## config.mk

```make
export PLATFORM = sky130hd
export DESIGN_NAME = rgb_to_byte_packer
export DESIGN_NICKNAME = d
export VERILOG_FILES = /design/src/rtl/rgb_to_byte_packer.sv
export SDC_FILE = /design/constraint.sdc
export NUM_CORES = 1
export LEC_CHECK = 0
export ABC_AREA = 1
export CELL_PAD_IN_SITES_DETAIL_PLACEMENT = 1
export CELL_PAD_IN_SITES_GLOBAL_PLACEMENT = 1
export CORE_MARGIN = 10
export CORE_UTILIZATION = 41
export CTS_CLUSTER_DIAMETER = 30
export DETAILED_ROUTE_END_ITERATION = 8
export HOLD_SLACK_MARGIN = 0.06
export PLACE_DENSITY = 0.82
export REMOVE_ABC_BUFFERS = 1
export SYNTH_ARGS = -nofsm -noshare
export SYNTH_HDL_FRONTEND = slang
export SYNTH_SLANG_ARGS = --single-unit
```

## constraint.sdc

```tcl
create_clock -name clk -period 7.6 [get_ports clk]
set_input_delay 2.28 -clock clk [delete_from_list [all_inputs] [get_ports clk]]
set_output_delay 2.28 -clock clk [all_outputs]
set_load 0.05 [all_outputs]
```

## src/rtl/rgb_to_byte_packer.sv

```systemverilog
// rgb_to_byte_packer
// Packs 24-bit RGB pixels into 2-2-2 bytes with frame-buffer addresses,
// buffered through a two-entry output FIFO with valid/ready handshakes on
// both sides.
// Optional feature macro: RGB_TO_BYTE_ROUND_EN
//   defined   -> each 2-bit code is rounded: min(c[7:6] + c[5], 3)
//   undefined -> each 2-bit code is truncated to c[7:6]
module rgb_to_byte_packer #(
    parameter int unsigned WIDTH     = 640,
    parameter int unsigned HEIGHT    = 480,
    parameter int unsigned ADDR_BITS = 19
) (
    input  logic                 clk,
    input  logic                 reset,
    input  logic [7:0]           r_in,
    input  logic [7:0]           g_in,
    input  logic [7:0]           b_in,
    input  logic                 sof_in,
    input  logic                 valid_in,
    output logic                 ready_out,
    output logic [7:0]           byte_out,
    output logic [ADDR_BITS-1:0] addr_out,
    output logic                 valid_out,
    input  logic                 ready_in,
    output logic                 frame_done_out
);

    localparam logic [ADDR_BITS-1:0] LAST_ADDR = ADDR_BITS'(WIDTH * HEIGHT - 1);
    localparam logic [ADDR_BITS-1:0] ADDR_ZERO = '0;
    localparam logic [ADDR_BITS-1:0] ADDR_ONE  = ADDR_BITS'(1);

`ifdef RGB_TO_BYTE_ROUND_EN
    // Rounded 2-bit code: top two bits plus the next bit, saturating at 3.
    function automatic logic [1:0] color_code(input logic [2:0] top_bits);
        logic [2:0] sum;
        sum = {1'b0, top_bits[2:1]} + {2'b00, top_bits[0]};
        if (sum[2]) begin
            color_code = 2'b11;
        end else begin
            color_code = sum[1:0];
        end
    endfunction
`else
    // Truncated 2-bit code: just the top two bits.
    function automatic logic [1:0] color_code(input logic [1:0] top_bits);
        color_code = top_bits;
    endfunction
`endif

    // Address counter and frame-done pulse state
    logic [ADDR_BITS-1:0] addr_cnt_r;
    logic                 frame_done_r;

    // Two-entry FIFO: head entry drives the outputs directly, tail is the spare slot
    logic [7:0]           head_byte_r;
    logic [ADDR_BITS-1:0] head_addr_r;
    logic                 head_valid_r;
    logic [7:0]           tail_byte_r;
    logic [ADDR_BITS-1:0] tail_addr_r;
    logic                 tail_valid_r;

    logic                 push_s;
    logic                 pop_s;
    logic [7:0]           new_byte_s;
    logic [ADDR_BITS-1:0] pixel_addr_s;
    logic [ADDR_BITS-1:0] next_addr_s;
    logic                 last_pixel_s;
    logic                 unused_bits_s;

`ifdef RGB_TO_BYTE_ROUND_EN
    assign unused_bits_s = ^{r_in[4:0], g_in[4:0], b_in[4:0]};
`else
    assign unused_bits_s = ^{r_in[5:0], g_in[5:0], b_in[5:0]};
`endif

    // Full means the tail slot is occupied; this depends on registered state only
    assign ready_out      = ~tail_valid_r;
    assign valid_out      = head_valid_r;
    assign byte_out       = head_byte_r;
    assign addr_out       = head_addr_r;
    assign frame_done_out = frame_done_r;

    // Handshakes, packed byte and address selection for the pixel on the input
    always_comb begin
        push_s       = valid_in & ready_out;
        pop_s        = head_valid_r & ready_in;
`ifdef RGB_TO_BYTE_ROUND_EN
        new_byte_s   = {2'b00, color_code(r_in[7:5]), color_code(g_in[7:5]),
                        color_code(b_in[7:5])};
`else
        new_byte_s   = {2'b00, color_code(r_in[7:6]), color_code(g_in[7:6]),
                        color_code(b_in[7:6])};
`endif
        if (sof_in) begin
            pixel_addr_s = ADDR_ZERO;
        end else begin
            pixel_addr_s = addr_cnt_r;
        end
        last_pixel_s = (pixel_addr_s == LAST_ADDR);
        if (last_pixel_s) begin
            next_addr_s = ADDR_ZERO;
        end else begin
            next_addr_s = pixel_addr_s + ADDR_ONE;
        end
    end

    // Address counter advances per accepted pixel; frame-done pulses after the last one
    always_ff @(posedge clk) begin
        if (reset) begin
            addr_cnt_r   <= ADDR_ZERO;
            frame_done_r <= 1'b0;
        end else begin
            frame_done_r <= push_s & last_pixel_s;
            if (push_s) begin
                addr_cnt_r <= next_addr_s;
            end
        end
    end

    // FIFO update: fill head first, spill into tail, shift tail to head on pop
    always_ff @(posedge clk) begin
        if (reset) begin
            head_byte_r  <= 8'h00;
            head_addr_r  <= ADDR_ZERO;
            head_valid_r <= 1'b0;
            tail_byte_r  <= 8'h00;
            tail_addr_r  <= ADDR_ZERO;
            tail_valid_r <= 1'b0;
        end else if (!head_valid_r) begin
            if (push_s) begin
                head_byte_r  <= new_byte_s;
                head_addr_r  <= pixel_addr_s;
                head_valid_r <= 1'b1;
            end
        end else if (!pop_s) begin
            if (push_s) begin
                tail_byte_r  <= new_byte_s;
                tail_addr_r  <= pixel_addr_s;
                tail_valid_r <= 1'b1;
            end
        end else if (tail_valid_r) begin
            head_byte_r  <= tail_byte_r;
            head_addr_r  <= tail_addr_r;
            tail_valid_r <= push_s;
            if (push_s) begin
                tail_byte_r <= new_byte_s;
                tail_addr_r <= pixel_addr_s;
            end
        end else begin
            head_valid_r <= push_s;
            if (push_s) begin
                head_byte_r <= new_byte_s;
                head_addr_r <= pixel_addr_s;
            end
        end
    end

endmodule

```

==> results of run 1 <==
==> where the power goes <==
group | internal (mW) | switching (mW) | leakage [nW]
clock network | 0.149 | 0.153 | 0.0958
registers | 0.405 | 0.00843 | 0.603
logic | 0.0391 | 0.0867 | 0.784
==> critical path, delay by kind of cell <==
family	cells	cell delay [ns]
buffers and inverters	3	1.08
AND/OR/NAND/NOR	7	1.09
AO/OA/AOI/OAI	1	0.08
adder cells (fa/ha/maj)	1	0.19
==> cell usage after synthesis, drive strengths merged (2+ instances only) <==
library cell   n
nor2          61
nand3b         2
nand4          5
a21oi         64
o22ai          8
buf           12
nor3           5
nand3         29
clkbuf        13
dfxtp         74
nand2         89
or2           18
o21ai         56
inv           29
==> cell families after synthesis <==
group / count (synthesis) / synth area share, %
XOR/XNOR: 2 / 0.515
adder cells (fa/ha/maj): 1 / 0.367
AO/OA/AOI/OAI: 129 / 19.7
buffers and inverters: 55 / 7.31
flip-flops: 74 / 43.5
AND/OR/NAND/NOR: 209 / 28.6
==> cell type report <==
| class | count | area, um2 | share of cell area [%] |
|---|---|---|---|
| tap | 105 | 131 | 3.26 |
| clock inverter | 6 | 57.6 | 1.43 |
| inverter | 30 | 120 | 2.98 |
| sequential | 74 | 1480 | 36.8 |
| clock buffer | 10 | 128 | 3.17 |
| multi-input combinational | 341 | 1670 | 41.5 |
| timing repair buffer | 45 | 438 | 10.9 |
==> sequential cells by signal, summed over array words and instances (netlist names) <==
register and count:
addr_cnt_r 19, tail_valid_r 1, byte_out 8, tail_addr_r 19
addr_out 19, frame_done_out 1, valid_out 1, tail_byte_r 6
==> per-layer routing <==
metal	vias up	global-route usage, %
li1	1618	-
met1	1626	18.6
met2	47	27.9
met3	13	3.84
met4	0	5.14
met5	-	0
==> final timing paths <==
kind | to | cells after the start
worst max register to register | addr_cnt_r[4]$_SDFFE_PP0P_ | 5
worst max-delay path | addr_cnt_r[18]$_SDFFE_PP0P_ | 12
worst min-delay path | byte_out[7]$_SDFFE_PP0P_ | 2
worst min register to register | byte_out[7]$_SDFFE_PP0P_ | 2
==> flow_metrics.env, run 1 <==
export IMPL_status="complete, no violations"
export IMPL_pre_cts_slack_ns=2.72
export IMPL_critPathLaunchType="input pin"
export IMPL_synth_edf_count=0
export IMPL_die_h_um=111
export IMPL_hold_path_class="reg -> reg"
export IMPL_worstMarginPinSlew_ns=0.863
export IMPL_hp_start="byte_out[7]$_SDFFE_PP0P_"
export IMPL_crit_slowest_cell="clkdlybuf4s50_1"
export IMPL_dp_hpwl_um=6430
export IMPL_ys_seq_area_share_pct=43.5
export IMPL_htree_num_levels=3
export IMPL_drtPass1Iterations=4
export IMPL_fin_util_pct=49.5
export IMPL_syn_cell_area_um2=3400
export IMPL_insertion_delay_ns=0.36
export IMPL_via_count=3304
export IMPL_port_buffers=40
export IMPL_yosysWarnings=0
export IMPL_grt_max_degree=54
export IMPL_rsz0062_at_grt="no"
export IMPL_drv_slew=0
export IMPL_postCtsHoldBufs=0
export IMPL_post_route_period_util_pct=59.2
export IMPL_path_class="in -> reg"
export IMPL_wl_per_cell_um=15.9
export IMPL_grt_pass1_wl_um=16800
export IMPL_start_util_pct=41.9
export IMPL_setup_ws_ns=3.10
export IMPL_maxCapViolations=0
export IMPL_vias_per_cell=5.41
export IMPL_p_per_area_nw_per_um2=209
export IMPL_antenna_left=0
export IMPL_n_antenna_cell=0
export IMPL_cts_setup_buffers=0
export IMPL_n_fill_cell=1082
export IMPL_die_w_um=111
export IMPL_cts_made_buffers=9
export IMPL_fin_total_pwr_mw=0.841
export IMPL_synthFlopType="dfxtp_1"
export IMPL_overflow=0
export IMPL_cts_resized_gates=0
export IMPL_gp_congestion=0.800
export IMPL_finalCriticalPeriod_ns=4.50
export IMPL_yosys_top_cells_area="dfxtp_1 44%, nand2_1 9.4%, a21oi_1 9.3%"
export IMPL_antenna_found_initial=0
export IMPL_drive_gt1_share_pct=11.7
export IMPL_cp_startpoint="sof_in"
export IMPL_final_cell_mix="85 x nand2_1, 74 x dfxtp_1, 63 x a21oi_1"
export IMPL_place_inst=595
export IMPL_rr_startpoint="tail_valid_r$_SDFFE_PP0P_"
export IMPL_clock_sinks=74
export IMPL_fin_area_um2=4030
export IMPL_ys_ff_latch=74
export IMPL_top_layer_used="met4"
export IMPL_slew_headroom_pct=42.1
export IMPL_core_area_um2=8130
export IMPL_instances_no_fill=611
export IMPL_wl_met1_um=4440
export IMPL_regToRegSetupSlack_ns=5.08
export IMPL_path_cells="clkdlybuf4s50_1 > inv_8 > nand2_1 > inv_1 > ha_1 > nand3_2 > nor2_2 > nand3_1 > nor2_2 > nor2_4 > nand3_1 > a21oi_1"
export IMPL_die_area_um2=12300
export IMPL_wl_met2_um=4750
export IMPL_num_nets_final=531
export IMPL_grtUsageTotal_pct=16.0
export IMPL_cts_clk_slew_worst_paths_ns=0.08
export IMPL_fin_skew_ns=0.00739
export IMPL_setup_tns_ns=0
export IMPL_path_max_fanout=26
export IMPL_synth_cell_types=33
export IMPL_synthArstFlopShare_pct=0
export IMPL_drc=0
export IMPL_setup_viol=0
export IMPL_fmax_mhz=222
export IMPL_worst_hold_slack_ns=0.456
export IMPL_num_rows=33
export IMPL_syn_to_final_growth_pct=18.4
export IMPL_ir_drop_uv=88.8
export IMPL_routed_wl_um=9710
export IMPL_cts_tree="yes"
export IMPL_syn_avg_cell_area_um2=7.24
export IMPL_cts_max_path_buffers=2
export IMPL_synth_top_area_cell="dfxtp_1"
export IMPL_layout_commonest_cell="nand2_1"
export IMPL_slowest_delay_ns=0.68
export IMPL_hold_viol=0
export IMPL_pin_count=59
export IMPL_cp_arrival_ns=4.74
export IMPL_grt_pass1_vias=3439
export IMPL_synth_top_area_share_pct=43.5
export IMPL_cts_root_buffer="clkbuf_8"
export IMPL_drt_iter0_drc=115
export IMPL_placed_cell_area_um2=3840
export IMPL_dr_wl_met3_um=378
export IMPL_critPathCaptureType="flop"
export IMPL_required_ns=7.84
export IMPL_p_leak_nw=1.48
export IMPL_postSynthCellCount=470
Power figures use the tool's default switching activity.
==> run 2, diff against run 1 <==
--- a/config.mk
+++ b/config.mk
@@ -9,11 +9,11 @@
 export CELL_PAD_IN_SITES_DETAIL_PLACEMENT = 1
 export CELL_PAD_IN_SITES_GLOBAL_PLACEMENT = 1
 export CORE_MARGIN = 10
-export CORE_UTILIZATION = 41
+export CORE_UTILIZATION = 34
 export CTS_CLUSTER_DIAMETER = 30
 export DETAILED_ROUTE_END_ITERATION = 8
 export HOLD_SLACK_MARGIN = 0.06
-export PLACE_DENSITY = 0.82
+export PLACE_DENSITY = 0.72
 export REMOVE_ABC_BUFFERS = 1
 export SYNTH_ARGS = -nofsm -noshare
 export SYNTH_HDL_FRONTEND = slang
==> constraint.sdc (replaced) <==
create_clock -name clk -period 4.1 [get_ports clk]
set_input_delay 1.23 -clock clk [delete_from_list [all_inputs] [get_ports clk]]
set_output_delay 1.23 -clock clk [all_outputs]
set_load 0.05 [all_outputs]
==> run 2 against run 1 <==
Combinational power is 88% higher. Total power is 87% higher. Sequential share of layout area fell by 0.65 points. Non-clock buffer count grew 4. Cell count grew 5.1%.
==> flow_metrics.env, run 2 (synthesis results as in run 1) <==
export IMPL_hold_path_class="reg -> reg"
export IMPL_num_nets_final=535
export IMPL_cts_setup_buffers=0
export IMPL_layout_commonest_cell="nand2_1"
export IMPL_clock_sinks=74
export IMPL_vias_per_cell=5.05
export IMPL_multi_input_area_um2=1670
export IMPL_grt_max_degree=54
export IMPL_die_h_um=120
export IMPL_required_ns=4.33
export IMPL_cts_tree="yes"
export IMPL_num_rows=36
export IMPL_n_antenna_cell=0
export IMPL_via_count=3245
export IMPL_n_fill_cell=1235
export IMPL_status="complete, no violations"
export IMPL_cts_resized_gates=0
export IMPL_dp_hpwl_um=6490
export IMPL_cp_arrival_ns=3.27
export IMPL_fmax_mhz=329
export IMPL_hold_viol=0
export IMPL_gp_congestion=0.838
export IMPL_cts_root_buffer="clkbuf_8"
export IMPL_cts_max_path_buffers=2
export IMPL_core_area_um2=9770
export IMPL_path_class="in -> reg"
export IMPL_worst_hold_slack_ns=0.448
export IMPL_maxCapViolations=0
export IMPL_cts_clk_slew_worst_paths_ns=0.08
export IMPL_ir_drop_uv=186
export IMPL_critPathCaptureType="flop"
export IMPL_register_area_um2=1480
export IMPL_htree_num_levels=3
export IMPL_routed_wl_um=9720
export IMPL_port_buffers=40
export IMPL_postCtsHoldBufs=0
export IMPL_drtPass1Iterations=4
export IMPL_cts_made_buffers=9
export IMPL_post_route_period_util_pct=74.1
export IMPL_drc=0
export IMPL_grt_pass1_vias=3363
export IMPL_rsz0062_at_grt="no"
export IMPL_slew_headroom_pct=33.6
export IMPL_critPathLaunchType="input pin"
export IMPL_antenna_left=0
export IMPL_final_cell_mix="85 x nand2_1, 74 x dfxtp_1, 63 x a21oi_1"
export IMPL_die_w_um=120
export IMPL_overflow=0
export IMPL_pin_count=59
export IMPL_setup_tns_ns=0
export IMPL_grtUsageTotal_pct=13.8
export IMPL_syn_to_final_growth_pct=20.5
export IMPL_finalCriticalPeriod_ns=3.04
export IMPL_p_per_area_nw_per_um2=384
export IMPL_setup_viol=0
export IMPL_fin_skew_ns=0.0103
export IMPL_insertion_delay_ns=0.35
export IMPL_wl_per_cell_um=15.1
export IMPL_drv_slew=0
export IMPL_antenna_found_initial=0
export IMPL_worstMarginPinSlew_ns=0.994
export IMPL_start_util_pct=34.8
export IMPL_die_area_um2=14400
export IMPL_p_leak_nw=1.50
export IMPL_drive_gt1_share_pct=12.4
export IMPL_path_max_fanout=10
export IMPL_drt_iter0_drc=136
export IMPL_grt_pass1_wl_um=16600
export IMPL_fin_total_pwr_mw=1.57
-- run 2: cell count changes in the layout (fill, tap and decap cells not counted) --
cell	delta
buf_4	+4
clkinv_2	-2
clkbuf_1	-1
clkbuf_8	+1
clkinvlp_4	+1
-- run 2: final timing paths --
kind                       startpoint                           to  slack, ns  cells past startpoint
max                            sof_in  addr_cnt_r[18]$_SDFFE_PP0P_       1.06                     12
min          byte_out[7]$_SDFFE_PP0P_     byte_out[7]$_SDFFE_PP0P_       0.45                      2
max reg2reg      valid_out$_SDFF_PP0_     addr_out[6]$_SDFFE_PP0P_       1.89                      4
min reg2reg  byte_out[7]$_SDFFE_PP0P_     byte_out[7]$_SDFFE_PP0P_       0.45                      2
-- run 2: final cells by class --
cell class / instances / share of cell area, %
multi-input cells: 341 / 40.8
flip-flops and latches: 74 / 36.1
repair buffers: 49 / 11.4
well taps: 133 / 4.06
clock buffers: 10 / 3.35
inverters: 30 / 2.93
clock inverters: 5 / 1.34
-- run 2: layer usage --
metal	up-vias	wire [um]	track usage [%]	share of wire, %
li1	1628	-	-	-
met1	1569	4510	16.4	46
met4	0	95	3.85	0.98
met3	10	460	4.97	4.7
met2	38	4650	23.0	48
met5	-	0	0	0
-- run 2: power by group --
| group | internal, mW | switching [mW] | total (mW) | leakage [nW] |
|---|---|---|---|---|
| combinational | 0.0753 | 0.162 | 0.237 | 0.805 |
| sequential | 0.750 | 0.0150 | 0.765 | 0.603 |
| clock | 0.292 | 0.279 | 0.572 | 0.0941 |
-- run 2: stage by stage --
step           utilization (%)  std cells  instance area, um2  setup WS [ns]
6_report                  42.0        642                4100           1.06
5_1_grt                   42.0        642                4100          0.904
4_1_cts                   42.0        642                4100           1.07
3_5_place_dp              40.0        627                3910          0.698
3_3_place_gp              40.0        627                3910          0.745
2_1_floorplan                -        445                3280          0.572
-- run 2: worst max-delay path: stages --
cell and delay, ns:
clkdlybuf4s50_1 0.55, inv_8 0.11, nand2_1 0.10, inv_1 0.10, ha_1 0.19, nand3_2 0.13, nor2_2 0.19, nand3_1 0.20
nor2_2 0.20, nor2_4 0.10, nand3_1 0.09, a21oi_1 0.06
==> run 3, diff against run 2 <==
--- a/config.mk
+++ b/config.mk
@@ -9,11 +9,11 @@
 export CELL_PAD_IN_SITES_DETAIL_PLACEMENT = 1
 export CELL_PAD_IN_SITES_GLOBAL_PLACEMENT = 1
 export CORE_MARGIN = 10
-export CORE_UTILIZATION = 34
+export CORE_UTILIZATION = 38
 export CTS_CLUSTER_DIAMETER = 30
 export DETAILED_ROUTE_END_ITERATION = 8
 export HOLD_SLACK_MARGIN = 0.06
-export PLACE_DENSITY = 0.72
+export PLACE_DENSITY = 0.77
 export REMOVE_ABC_BUFFERS = 1
 export SYNTH_ARGS = -nofsm -noshare
 export SYNTH_HDL_FRONTEND = slang
==> constraint.sdc (replaced) <==
create_clock -name clk -period 2.9 [get_ports clk]
set_input_delay 0.87 -clock clk [delete_from_list [all_inputs] [get_ports clk]]
set_output_delay 0.87 -clock clk [all_outputs]
set_load 0.05 [all_outputs]
==> run 3 against run 2 <==
Global-route usage is 2.7 points higher. Critical path depth stayed put. Via count is 3.3% higher. First-iteration DRC count is 11% higher. Sequential share of layout area is 1.2 points lower. Utilization is 6.6 points higher. Clock skew is 0.0030 ns lower. Critical path type unchanged. Largest cell class unchanged. Cell count is 0.93% lower. Non-clock buffer count is 18 higher. Largest power group unchanged. Sequential power is 41% higher. Total power is 46% higher. Design area is 3.3% higher.
==> flow_metrics.env, run 3 (synthesis results as in run 1) <==
export IMPL_status="complete, no violations"
export IMPL_wl_per_cell_um=16.4
export IMPL_drt_iter0_drc=151
export IMPL_p_per_area_nw_per_um2=542
export IMPL_finalCriticalPeriod_ns=2.63
export IMPL_cts_clk_slew_worst_paths_ns=0.08
export IMPL_num_rows=34
export IMPL_slowest_delay_ns=0.66
export IMPL_start_util_pct=39.0
export IMPL_port_buffers=40
export IMPL_antenna_found_initial=0
export IMPL_routed_wl_um=10400
export IMPL_maxCapViolations=0
export IMPL_n_fill_cell=1114
export IMPL_regToRegSetupSlack_ns=1.05
export IMPL_via_count=3351
export IMPL_grt_max_degree=36
export IMPL_clock_sinks=74
export IMPL_placed_cell_area_um2=4030
export IMPL_hold_path_class="reg -> reg"
export IMPL_hold_viol=0
export IMPL_wl_met1_um=4520
export IMPL_pin_count=59
export IMPL_cts_setup_buffers=0
export IMPL_postCtsHoldBufs=0
export IMPL_vias_per_cell=5.27
export IMPL_gp_congestion=0.820
export IMPL_multi_input_area_um2=1670
export IMPL_cts_resized_gates=0
export IMPL_whs_path_depth=2
export IMPL_drive_gt1_share_pct=15.5
export IMPL_post_route_period_util_pct=90.5
export IMPL_htree_num_levels=3
export IMPL_path_cells="clkdlybuf4s50_1 > inv_8 > nand2_1 > inv_1 > ha_1 > nand3_2 > nor2_2 > nand3_1 > nor2_2 > nor2_4 > nand3_1 > a21oi_1"
export IMPL_critPathCaptureType="flop"
export IMPL_grt_pass1_wl_um=17800
export IMPL_cts_max_path_buffers=2
export IMPL_antenna_left=0
export IMPL_register_area_um2=1480
export IMPL_required_ns=3.18
export IMPL_top_layer_used="met4"
export IMPL_cts_root_buffer="clkbuf_8"
export IMPL_num_nets_final=553
export IMPL_final_cell_mix="85 x nand2_1, 74 x dfxtp_1, 63 x a21oi_1"
export IMPL_critPathLaunchType="input pin"
export IMPL_die_h_um=115
export IMPL_fin_util_pct=48.6
export IMPL_ir_drop_uv=327
export IMPL_syn_to_final_growth_pct=24.5
export IMPL_dr_wl_met3_um=375
export IMPL_core_area_um2=8720
export IMPL_grtUsageTotal_pct=16.5
export IMPL_drtPass1Iterations=4
export IMPL_wl_met2_um=5430
export IMPL_rsz0062_at_grt="no"
export IMPL_path_class="in -> reg"
export IMPL_cts_tree="yes"
export IMPL_crit_buf_inv=3
export IMPL_fin_skew_ns=0.00728
export IMPL_setup_tns_ns=0
export IMPL_crit_slowest_cell="clkdlybuf4s50_1"
export IMPL_cts_made_buffers=9
export IMPL_dp_hpwl_um=7210
export IMPL_setup_viol=0
export IMPL_drc=0
export IMPL_grt_pass1_vias=3677
export IMPL_worstSetupPathDepth=12
export IMPL_path_max_fanout=10
export IMPL_fin_area_um2=4240
export IMPL_n_antenna_cell=0
export IMPL_overflow=0
export IMPL_worstMarginPinSlew_ns=0.724
export IMPL_die_area_um2=13100
export IMPL_p_leak_nw=1.61
export IMPL_slew_headroom_pct=51.6
export IMPL_die_w_um=115
export IMPL_fmax_mhz=381
export IMPL_layout_commonest_cell="nand2_1"
export IMPL_path_delay_family="simple AND/OR/NAND/NOR gates"
export IMPL_cp_arrival_ns=2.91
export IMPL_r2r_cells=8
export IMPL_drv_slew=0
export IMPL_insertion_delay_ns=0.35
run 3: cell count changes in the layout (fill, tap and decap cells not counted), sizes merged:
| cell | change |
|---|---|
| buf | +18 |
| clkbuf | +1 |
| clkinv | +1 |
| inv | +1 |
| clkinvlp | -2 |
run 3: final timing paths:
kind / end / from
worst max-delay path: addr_cnt_r[5]$_SDFFE_PP0P_ / sof_in
worst min-delay path: byte_out[6]$_SDFFE_PP0P_ / byte_out[6]$_SDFFE_PP0P_
worst max register to register: tail_byte_r[2]$_SDFFE_PP0P_ / valid_out$_SDFF_PP0_
worst min register to register: byte_out[6]$_SDFFE_PP0P_ / byte_out[6]$_SDFFE_PP0P_
run 3: worst reg2reg max path, stage by stage (launching register included):
cell     delay [ns]
dfxtp_1        0.38
inv_1          0.06
nor2_1         0.33
inv_2          0.19
nor2_2         0.14
buf_4          0.24
inv_1          0.19
nor2_1         0.15
nor2_1         0.06
run 3: where the power goes:
group          switching, mW  internal [mW]
registers             0.0219           1.06
logic                  0.235          0.117
clock network          0.413          0.449
total                  0.670           1.63
run 3: per-stage QoR:
step | power [mW] | hold WS, ns | std cells | setup slack [ns]
after detailed placement | 1.46 | 0.434 | 620 | -0.0674
after global placement | 1.45 | 0.429 | 620 | 0.0482
after global routing | 2.39 | 0.478 | 636 | 0.152
final | 2.30 | 0.444 | 636 | 0.274
after floorplan | 1.31 | 0.449 | 445 | -0.268
after CTS | 2.33 | 0.447 | 636 | 0.290
run 3: area by class of cell:
class	instances	share of cell area [%]
clock inverters	5	1.45
multi-input cells	341	39.5
inverters	30	2.83
repair buffers	67	14.5
flip-flops and latches	74	34.9
clock buffers	11	3.57
well taps	108	3.19
run 3: routing by layer:
layer	vias up	GRT usage (%)
li1	1667	-
met1	1633	18.6
met2	42	30.2
met3	9	3.25
met4	0	5.35
met5	-	0
==> patch (flow settings as in run 2) <==
Add a define of `RGB_TO_BYTE_ROUND_EN`.
--- a/src/rtl/rgb_to_byte_packer.sv
+++ b/src/rtl/rgb_to_byte_packer.sv
@@ -5,6 +5,8 @@
 // Optional feature macro: RGB_TO_BYTE_ROUND_EN
 //   defined   -> each 2-bit code is rounded: min(c[7:6] + c[5], 3)
 //   undefined -> each 2-bit code is truncated to c[7:6]
+`define RGB_TO_BYTE_ROUND_EN
+
 module rgb_to_byte_packer #(
     parameter int unsigned WIDTH     = 640,
     parameter int unsigned HEIGHT    = 480,
Check against the original RTL: not equivalent (a bounded check fails within 4 cycles, from zero or initial values and one cycle with reset high).
==> patch against run 2 <==
Design area is 6.1% higher; sequential cell count did not move; worst setup slack got worse by 360 ps; wire length grew 3.2%; area after synthesis is 6.2% higher; clock power is essentially flat; total power grew 1.1%; final cell count grew 3.3%; register-to-register slack better by 70 ps; critical endpoint is now addr_cnt_r[9]; largest cell class unchanged; largest power group unchanged; highest routed layer unchanged.
==> patch: results (changes against run 2) <==
{
  "outcome": "completed",
  "timing.critical_path.max_delay_family": "buffers and inverters",
  "gr-usage-all-layers": {"value": 14.15, "unit": "%", "change": "+0.32 points"},
  "cts.root.buffer_cell": "sky130_fd_sc_hd__clkbuf_8",
  "detailedPlacementHpwl": {"value": 7022, "unit": "µm", "change": "+8.2%"},
  "wire_length_per_cell_after_detailed_routing": {"value": 15.13, "unit": "µm", "change": "about the same"},
  "synth_common_cells": "sky130_fd_sc_hd__nand2_1, sky130_fd_sc_hd__dfxtp_1, sky130_fd_sc_hd__a21oi_1",
  "htree_num_levels": {"value": 3, "change": "unchanged"},
  "seq_area_frac_synth": {"value": 40.97, "unit": "%", "change": "-2.5 points"},
  "setup_cp_type": "in -> reg",
  "static-leakage-power": {"value": 0.001617, "unit": "µW", "change": "+7.6%"},
  "hp-start": "byte_out[6]",
  "synth_area_leaders": "sky130_fd_sc_hd__dfxtp_1, sky130_fd_sc_hd__nand2_1, sky130_fd_sc_hd__a21oi_1",
  "synth_cell_types": {"value": 34, "change": "+3.0%"},
  "vdd_ir_drop_max": {"value": 0.1463, "unit": "mV", "change": "-22%"},
  "grt_first_pass_wirelength": {"value": 17510, "unit": "µm", "change": "+5.2%"},
  "grt_start_max_net_pins": {"value": 41, "change": "-24%"},
  "critical-path-max-stage-delay": {"value": 590, "unit": "ps", "change": "+40 ps"},
  "crit_arrival": {"value": 3630, "unit": "ps", "change": "+360 ps"},
  "share_of_post_route_cells_with_drive_strength_above_1": {"value": 17.46, "unit": "%", "change": "+5.1 points"},
  "max_clock_skew": {"value": 7.610, "unit": "ps", "change": "-2.711 ps"},
  "detailedRoute.firstIterationViolations": {"value": 159, "change": "+17%"},
  "port-buffer-count": {"value": 43, "change": "+7.5%"},
  "dr.pass1.iters": {"value": 4, "change": "unchanged"},
  "clk_transition_reported_paths": {"value": 80, "unit": "ps", "change": "about the same"},
  "cts_setup_buffers": {"value": 0, "change": "unchanged"},
  "worstPathMaxFanout": {"value": 7, "change": "-3"},
  "r2r_start": "addr_cnt_r[1]",
  "global_route.overflow_total": {"value": 0, "change": "unchanged"},
  "route.detailed.vias_per_inst": {"value": 4.988, "change": "-1.3%"},
  "first_global_vias": {"value": 3546, "change": "+5.4%"},
  "max_slew.worst_pin.slew": {"value": 805.9, "unit": "ps", "change": "-188.2 ps"},
  "place_congestion": {"value": 0.8527, "change": "+1.8%"},
  "nets": {"value": 556, "change": "+3.9%"}
}
[patch: cell types whose count changed after synthesis, moves of 7 or more]
cell	before	now
sky130_fd_sc_hd__nor2_1	50	42
sky130_fd_sc_hd__nand3_2	3	12
sky130_fd_sc_hd__nand3_1	26	14
sky130_fd_sc_hd__o22ai_1	8	1
sky130_fd_sc_hd__a21oi_2	0	7
[patch: where the power goes]
part	leakage (µW)	total [µW]	internal (µW)	switching, µW
combinational	0.000919	252	83.5	168
sequential	0.000604	765	750	14.8
clock	0.0000941	574	292	282
total	0.00162	1590	1130	465
[patch: worst min-delay path: cells and delay by family (launching register included)]
kind	cells	cell delay, ps
simple gates	2	100
flops	1	310
[patch: final timing paths]
path	depth (start not counted)	end	slack (ps)
worst max-delay path	13	addr_cnt_r[9]	700
worst min-delay path	2	byte_out[6]	450
worst max register to register	11	addr_cnt_r[9]	1960
worst min register to register	2	byte_out[6]	450
[patch: cells by family after synthesis]
group / synth area share [%]
compound gates: 19.10
xor+xnor: 0.9690
fa+ha+maj: 1.384
buf+inv: 7.440
flops: 40.97
simple gates: 30.14
[patch: routing by layer]
metal | part of all wire [%] | track usage [%]
met3 | 4.6 | 3.145
met4 | 2.0 | 5.095
met2 | 48 | 24.83
met1 | 45 | 16.54
met5 | 0 | 0
[patch: cell type report]
class	count	area, µm²
Sequential cell	74	1481
Multi-Input combinational cell	353	1868
Tap cell	136	170.2
Inverter	32	122.6
Clock inverter	5	55.05
Timing Repair Buffer	53	518.0
Fill cell	1286	5971
Clock buffer	10	137.6
[patch: metrics by stage]
step	utilization [%]	total power (µW)	area, µm²	worst slack (ps)	std cells
2_1_floorplan	-	932.9	3470	501.2	459
3_3_place_gp	40.30	1030	4160	429.8	648
3_5_place_dp	40.30	1036	4160	296.9	648
4_1_cts	42.16	1613	4353	689.9	663
5_1_grt	42.16	1668	4353	498.1	663
6_report	42.16	1591	4353	704.8	663
